--- config.mk ---
export PLATFORM = sky130hd
export DESIGN_NAME = step_ctrl
export DESIGN_NICKNAME = d
export VERILOG_FILES = /design/src/rtl/step_ctrl.sv
export SDC_FILE = /design/constraint.sdc
export NUM_CORES = 1
export LEC_CHECK = 0
export CAP_MARGIN = 25
export CORE_MARGIN = 5
export CORE_UTILIZATION = 59
export CTS_CLUSTER_DIAMETER = 40
export DETAILED_ROUTE_END_ITERATION = 6
export GPL_TIMING_DRIVEN = 0
export PLACE_DENSITY = 0.8
export SYNTH_ARGS = -nofsm -noshare
export SYNTH_HDL_FRONTEND = slang
export SYNTH_SLANG_ARGS = --single-unit
--- constraint.sdc ---
create_clock -name clk -period 3 [get_ports clk]
set_input_delay 0.6 -clock clk [delete_from_list [all_inputs] [get_ports clk]]
set_output_delay 0.6 -clock clk [all_outputs]
set_load 0.01 [all_outputs]
--- src/rtl/step_ctrl.sv ---
// Single-step / auto-run clock-enable controller for a processor SoC.
// Debounces a pushbutton, tracks MANUAL/RUN/PAUSE mode and emits one-cycle step pulses.
module step_ctrl #(
  parameter int DEBOUNCE_CYCLES = 500000,
  parameter int AUTO_DIV        = 25000000
) (
  input  logic        clk,
  input  logic        rst,
  input  logic        button,
  input  logic        run_mode,
  input  logic [1:0]  rate_sel,
  output logic        step_en,
  output logic        btn_level,
  output logic [1:0]  mode_state,
  output logic [15:0] step_count
);

  localparam int DB_W = $clog2(DEBOUNCE_CYCLES) + 1;
  localparam int AD_W = $clog2(AUTO_DIV) + 1;
  localparam logic [DB_W-1:0] DB_LAST = DB_W'(DEBOUNCE_CYCLES - 1);

  typedef enum logic [1:0] {
    MANUAL = 2'b00,
    RUN    = 2'b01,
    PAUSE  = 2'b10
  } state_t;

  state_t          state;
  logic            btn_s1, btn_s2, mode_s1, mode_s2;
  logic            btn_prev;
  logic            press;
  logic [DB_W-1:0] db_cnt;
  logic [AD_W-1:0] auto_cnt;

  // Terminal count for the auto period; clamped to a 2-cycle period so that
  // step_en can never be high on consecutive cycles at the fastest rate.
  function automatic logic [AD_W-1:0] auto_limit(input logic [1:0] sel);
    logic [AD_W-1:0] per;
    per = AD_W'(AUTO_DIV) >> sel;
    if (per < AD_W'(2)) per = AD_W'(2);
    return per - AD_W'(1);
  endfunction

  assign press      = btn_level & ~btn_prev;
  assign mode_state = state;

  always_ff @(posedge clk) begin
    if (rst) begin
      btn_s1    <= 1'b0;
      btn_s2    <= 1'b0;
      mode_s1   <= 1'b0;
      mode_s2   <= 1'b0;
      db_cnt    <= '0;
      btn_level <= 1'b0;
      btn_prev  <= 1'b0;
    end else begin
      btn_s1   <= button;
      btn_s2   <= btn_s1;
      mode_s1  <= run_mode;
      mode_s2  <= mode_s1;
      btn_prev <= btn_level;
      if (btn_s2 == btn_level) begin
        db_cnt <= '0;
      end else if (db_cnt == DB_LAST) begin
        btn_level <= ~btn_level;
        db_cnt    <= '0;
      end else begin
        db_cnt <= db_cnt + 1'b1;
      end
    end
  end

  // A mode change always takes priority over a press in the same cycle.
  always_ff @(posedge clk) begin
    if (rst) begin
      state      <= MANUAL;
      auto_cnt   <= '0;
      step_en    <= 1'b0;
      step_count <= '0;
    end else begin
      step_en <= 1'b0;
      if (step_en) step_count <= step_count + 16'd1;
      case (state)
        MANUAL: begin
          if (mode_s2) begin
            state    <= RUN;
            auto_cnt <= '0;
          end else begin
            step_en <= press;
          end
        end
        RUN: begin
          if (!mode_s2) begin
            state    <= MANUAL;
            auto_cnt <= '0;
          end else if (press) begin
            state <= PAUSE;
          end else if (auto_cnt >= auto_limit(rate_sel)) begin
            step_en  <= 1'b1;
            auto_cnt <= '0;
          end else begin
            auto_cnt <= auto_cnt + 1'b1;
          end
        end
        PAUSE: begin
          if (!mode_s2) begin
            state <= MANUAL;
          end else if (press) begin
            state    <= RUN;
            auto_cnt <= '0;
          end
        end
        default: state <= MANUAL;
      endcase
    end
  end

endmodule

==> out/results.ini, run 1 <==
[sta]
grt_setup_unrepaired = true
fin_skew_ns = 0.01561
hold_viol = 0
relSlewSlack_pct = 38.93
fmax_ghz = 0.3524
postLayoutSetupSlackWorst_ns = 0.1624
setup_violations = 0
worst_pin_slew_ns = 0.9090
layout_min_cycle_time_ns = 2.838
min_period_over_period_pct = 94.59
slew_viol_final = 0

[cts]
numCtsBuffers = 9
cts_resized = 5
insertion_delay_ns = 0.35
h-tree-depth = 3
cts_tree = yes
cts-hold-fix-buffers = 0
root_buffer = clkbuf_8
cts_buffer_depth = 2
postCtsSetupBuffers = 0
clkTransAtPathRegs_ns = 0.08
clkSinkCount = 71

[worst_setup_path]
timing.rr.end = auto_cnt[25]
worstSetupEndpoint = auto_cnt[14]
setup.worst_path.class = in2reg
max_stage_delay_ns = 0.39
worstPathMaxFanout = 10
cp-startpoint = rate_sel[0]
worstPathRequired_ns = 3.28
arrival_ns = 3.11
rrSetupSlack_ns = 0.47
critPathLaunchType = input pin
r2r_cells = 6
slowest_stage = dlygate4sd2_1
r2r_start = auto_cnt[3]
setup.worst_path.end_class = flop
crit_chain = dlygate4sd2_1, nand2_1, inv_1, ha_1, and4_1, and3_1, a22o_1, nor4_4, buf_2, o21ai_0, a31oi_1

[status]
outcome = finished clean

[global_routing]
grt_usage_pct = 21.84
grt_pass1_wl_um = 13820
grt.overflow.total = 0
antenna_found_initial = 0
grt_max_degree = 14
grt_pass1_vias = 3027

[routing]
firstDrtPassIters = 5
wl_um = 8088
drt_iter0_drc = 146
drc = 0
via_count = 3237
via_per_inst = 5.750
final_antenna_net_count = 0
wl_per_cell_um = 14.37

[logic_synthesis]
yosys_warnings = 0
synth_flop_cell = dfxtp_1
synth.largest_area_cell = dfxtp_1
synth_area_um2 = 3745
yosys-top-cells-area = dfxtp_1, ha_1, nor2_1
synth-edff-count = 0
synthDistinctLibCells = 44
syn_inst = 444
synthArstFlopShare_pct = 0
ys_ff_latch = 71
avgSynthCellArea_um2 = 8.434
synth_top_area_share_pct = 37.96
synth-seq-area-share_pct = 37.96

[power]
finalPower_uw = 1944
p_per_area_nw_per_um2 = 447.4
vdd_ir_drop_max_uv = 354.9
power.leakage_uw = 0.001652

[placement]
numPortBuffers = 24
dp_hpwl_um = 5953
gp_congestion = 0.9368
place_ws_ns = -0.5558
dpl_cell_area_um2 = 4089

[floorplan]
die_w_um = 89.67
die_y_um = 89.67
io_pins = 26
fp-row-count = 29
coreArea_um2 = 6277
die-area_um2 = 8041
floorplan.initialDensity_pct = 59.66

[final_layout]
area_growth_pct = 16.00
num_antenna_cells = 0
nets = 512
final_core_utilization_pct = 69.20
postLayoutCellArea_um2 = 4344
drive_gt1_share_pct = 5.761

[flow_run]
drv_cap = 0

[min_path]
hp-class = reg2reg

==> worst max-delay path: cells and delay by family <==
| kind | cells | cell delay (ns) |
|---|---|---|
| and+or+nand+nor | 4 | 0.83 |
| buffers and inverters | 3 | 0.82 |
| AOI/OAI and AO/OA | 3 | 0.61 |
| adders and majority gates | 1 | 0.26 |
==> layout make-up <==
| cell class | instances | area, um^2 |
|---|---|---|
| flip-flops and latches | 71 | 1421 |
| multi-input cells | 349 | 2223 |
| repair buffers | 24 | 237.7 |
| inverters | 11 | 41.29 |
| plain buffers | 15 | 80.08 |
| well taps | 77 | 96.34 |
| fillers | 496 | 1933 |
| clock buffers | 9 | 123.9 |
| clock inverters | 7 | 120.1 |
==> metrics by stage <==
| step | TNS (ns) | hold WS, ns | instances |
|---|---|---|---|
| 6_report | 0 | 0.4560 | 563 |
| 2_1_floorplan | 0 | 0.4138 | 446 |
| 3_5_place_dp | -12.79 | 0.4282 | 547 |
| 3_3_place_gp | -12.16 | 0.4196 | 547 |
| 5_1_grt | -0.004723 | 0.4637 | 563 |
| 4_1_cts | 0 | 0.4597 | 563 |
==> cells in the mapped netlist, types with 2 or more instances <==
master,n
buf_6,3
mux2i_1,6
dfxtp_1,71
inv_1,11
a22o_1,6
or2_2,3
conb_1,2
ha_1,25
or3_1,4
and4_1,10
a31oi_1,12
nor2b_1,6
nand2_1,38
nand2b_1,7
nor4_1,3
xor2_1,21
o21ai_0,10
and2_1,6
xnor2_1,11
nand3_1,26
clkbuf_1,11
a221oi_2,2
nand4_1,21
and3_1,9
nor3_1,9
a21oi_1,23
nand3b_1,3
a21o_1,7
nor2_1,63
==> cell usage in the layout (no fill, tap or decap), types with 10 or more instances in the layout <==
| cell | instances |
|---|---|
| nand2_1 | 38 |
| and4_1 | 10 |
| a31oi_1 | 12 |
| nand3_1 | 26 |
| xnor2_1 | 11 |
| clkdlybuf4s50_1 | 22 |
| ha_1 | 25 |
| nand4_1 | 21 |
| inv_1 | 11 |
| clkbuf_1 | 11 |
| a21oi_1 | 23 |
| xor2_1 | 21 |
| o21ai_0 | 10 |
| nor2_1 | 62 |
| dfxtp_1 | 71 |
==> power breakdown <==
| part | switching [uW] | internal (uW) | total, uW |
|---|---|---|---|
| combinational | 42.0 | 22.7 | 64.7 |
| sequential | 2.31 | 945 | 947 |
| clock | 377 | 555 | 932 |
==> how the worst min path moves through the flow <==
stage / start / to / slack, ns / cells past startpoint
3_5_place_dp: btn_s1 / btn_s2 / 0.43 / 1
6_report: btn_s1 / btn_s2 / 0.46 / 1
5_1_grt: btn_s1 / btn_s2 / 0.46 / 1
4_1_cts: btn_s1 / btn_s2 / 0.46 / 1
2_1_floorplan: btn_s1 / btn_s2 / 0.41 / 1
3_3_place_gp: btn_s1 / btn_s2 / 0.42 / 1
==> state kept, by name (all words and copies together), names as in the netlist <==
register    flops
mode_s1         1
db_cnt         20
mode_state      2
auto_cnt       26
btn_s1          1
mode_s2         1
step_count     16
btn_level       1
btn_prev        1
btn_s2          1
step_en         1
==> kinds of logic (layout without fill, tap and decap cells) <==
group	count (synthesis)	count (layout)	synth area share, %
simple gates	214	214	29.34
flops	71	71	37.96
compound gates	68	68	11.83
xor+xnor	32	32	7.484
buf+inv	26	66	3.241
fa+ha+maj	25	25	8.353
mux	6	6	1.604
other cells	2	4	0.2005
==> routing by layer <==
metal	GRT usage, %	part of all wire [%]	up-vias
li1	-	-	1654
met1	28.45	47	1500
met2	35.44	46	74
met3	5.566	5.7	9
met4	6.901	1.2	0
met5	0	0	-
No activity file was read; power rests on OpenSTA's default activity.
==> run 2: changes to the inputs <==
- CAP_MARGIN: 25 -> not set
- CORE_UTILIZATION: 59 -> 55
- CTS_CLUSTER_SIZE: not set -> 8
- PLACE_DENSITY: 0.8 -> 0.75
==> run 2 against run 1 <==
  * Total power fell by 4.7%
  * Worst hold slack got worse by 0.012 ns
  * Count of clock-buffer cells in the layout increased by 2
  * Global-route usage decreased by 2.3 points
  * Critical path depth grew 1
  * Wire length decreased by 1.4%
  * Via count is 1.2% lower
  * Non-clock buffer count unchanged
  * Final cell count increased by 0.53%
  * Register-to-register slack worse by 0.03 ns
  * Clock power fell by 9.8%
  * Final area is 0.63% lower
==> out/results.ini, run 2 (synthesis gave the netlist of run 1 again) <==
[status]
outcome = finished clean

[worst_setup_path]
critPathLaunchType = input pin
worstPathRequired_ns = 3.29
worstPathMaxFanout = 10
crit_chain = dlygate4sd2_1, inv_1, nor2_1, ha_1, and4_1, and3_1, a22o_1, nor4_4, buf_6, buf_6, nand4_1, mux2i_1
setup.worst_path.class = in2reg
slowest_stage = dlygate4sd2_1
max_stage_delay_ns = 0.33
arrival_ns = 3.08
setup.worst_path.end_class = flop
crit_top_cell = buf_6

[floorplan]
die_y_um = 92.52
fp-row-count = 30
floorplan.initialDensity_pct = 55.74
die-area_um2 = 8559
die_w_um = 92.52
io_pins = 26
coreArea_um2 = 6719

[global_routing]
grt_max_degree = 13
grt.overflow.total = 0
grt_pass1_wl_um = 13440
grt_pass1_vias = 2884
grt_usage_pct = 19.51
antenna_found_initial = 0

[cts]
h-tree-depth = 3
insertion_delay_ns = 0.35
postCtsSetupBuffers = 0
root_buffer = clkbuf_8
numCtsBuffers = 9
cts_buffer_depth = 2
cts_tree = yes
clkSinkCount = 71
clkTransAtPathRegs_ns = 0.08

[flow_run]
drv_cap = 0

[sta]
hold_slack_ns = 0.4438
layout_min_cycle_time_ns = 2.791
worst_pin_slew_ns = 0.8938
grt_setup_unrepaired = false
fin_skew_ns = 0.008073
fin_tns_setup_ns = 0
hold_viol = 0
setup_violations = 0
slew_viol_final = 0
relSlewSlack_pct = 39.96
fmax_ghz = 0.3582
min_period_over_period_pct = 93.05

[routing]
drt_iter0_drc = 156
wl_per_cell_um = 14.09
final_antenna_net_count = 0
via_per_inst = 5.652
via_count = 3199
wl_um = 7975
firstDrtPassIters = 4
drc = 0

[final_layout]
layout_common_cells = dfxtp_1, nor2_1, nand2_1
stdcell_count = 566
nets = 512
drive_gt1_share_pct = 5.556
largest_register = auto_cnt
reg_top3 = auto_cnt x26, db_cnt x20, step_count x16
mostFrequentLayoutCell = dfxtp_1
largest_reg_flops = 26
num_antenna_cells = 0
area_growth_pct = 15.27

[power]
finalPower_uw = 1853
vdd_ir_drop_max_uv = 224.6
power.leakage_uw = 0.001638
p_per_area_nw_per_um2 = 429.2

[placement]
dp_hpwl_um = 5833
dp_cells = 550
numPortBuffers = 24
gp_congestion = 0.8839

[min_path]
hp-class = reg2reg

run 2: cell types whose count changed in the layout (fill, tap and decap cells not counted), sizes merged:
cell,previous run,this run
dlygate4sd2,2,1
clkinv,2,3
bufinv,3,2
clkbuf,20,24
buf,4,3
clkinvlp,1,0
inv,12,11
run 2: layer usage:
layer	GRT usage [%]	wire, um
met1	25.78	3900
met2	30.09	3562
met3	5.524	376
met4	7.550	135
met5	0	0
run 2: final timing paths:
kind / slack [ns] / to / startpoint / cells after the start
max: 0.21 / auto_cnt[20] / rate_sel[1] / 12
min: 0.44 / mode_s2 / mode_s1 / 1
max reg2reg: 0.44 / auto_cnt[25] / auto_cnt[2] / 6
min reg2reg: 0.44 / mode_s2 / mode_s1 / 1
run 2: repair_timing:
| action | CTS | global route |
|---|---|---|
| gates resized for setup | 5 | 3 |
| cloned | 0 | 0 |
| setup endpoints to repair | 26 | 5 |
| pin swaps | 0 | 0 |
| hold buffers | 0 | 0 |
run 2: cell type report:
type | instances | area (um^2)
clock buffers | 11 | 131.4
fillers | 569 | 2402
flip-flops and latches | 71 | 1421
multi-input cells | 349 | 2223
clock inverters | 5 | 82.58
plain buffers | 15 | 82.58
repair buffers | 24 | 234.0
inverters | 11 | 41.29
well taps | 80 | 100.1
run 2: worst max-delay path: cells and delay by family:
family	cells	cell delay [ns]
AOI/OAI and AO/OA	1	0.29
muxes	1	0.14
buffers and inverters	4	0.80
adders and majority gates	1	0.27
and+or+nand+nor	5	0.99
run 2: power by group:
part	internal, uW	leakage (uW)	switching (uW)	total [uW]
logic	22.6	0.000957	42.3	64.9
clock network	470	0.000107	370	841
registers	945	0.000573	2.09	947
run 2: per-stage QoR:
stage          setup WS [ns]  area [um^2]  util, %
6_report              0.2086         4317    64.25
3_5_place_dp         -0.5900         4093    60.91
5_1_grt              0.03728         4317    64.25
2_1_floorplan         0.4087         3752        -
4_1_cts               0.1941         4318    64.26
3_3_place_gp         -0.5405         4093    60.91
==> run 3: changes to the inputs <==
- CTS_CLUSTER_DIAMETER: 40 -> not set
==> results of run 3 <==
No change in the layout: final DEF, timing and power equal those of run 2.
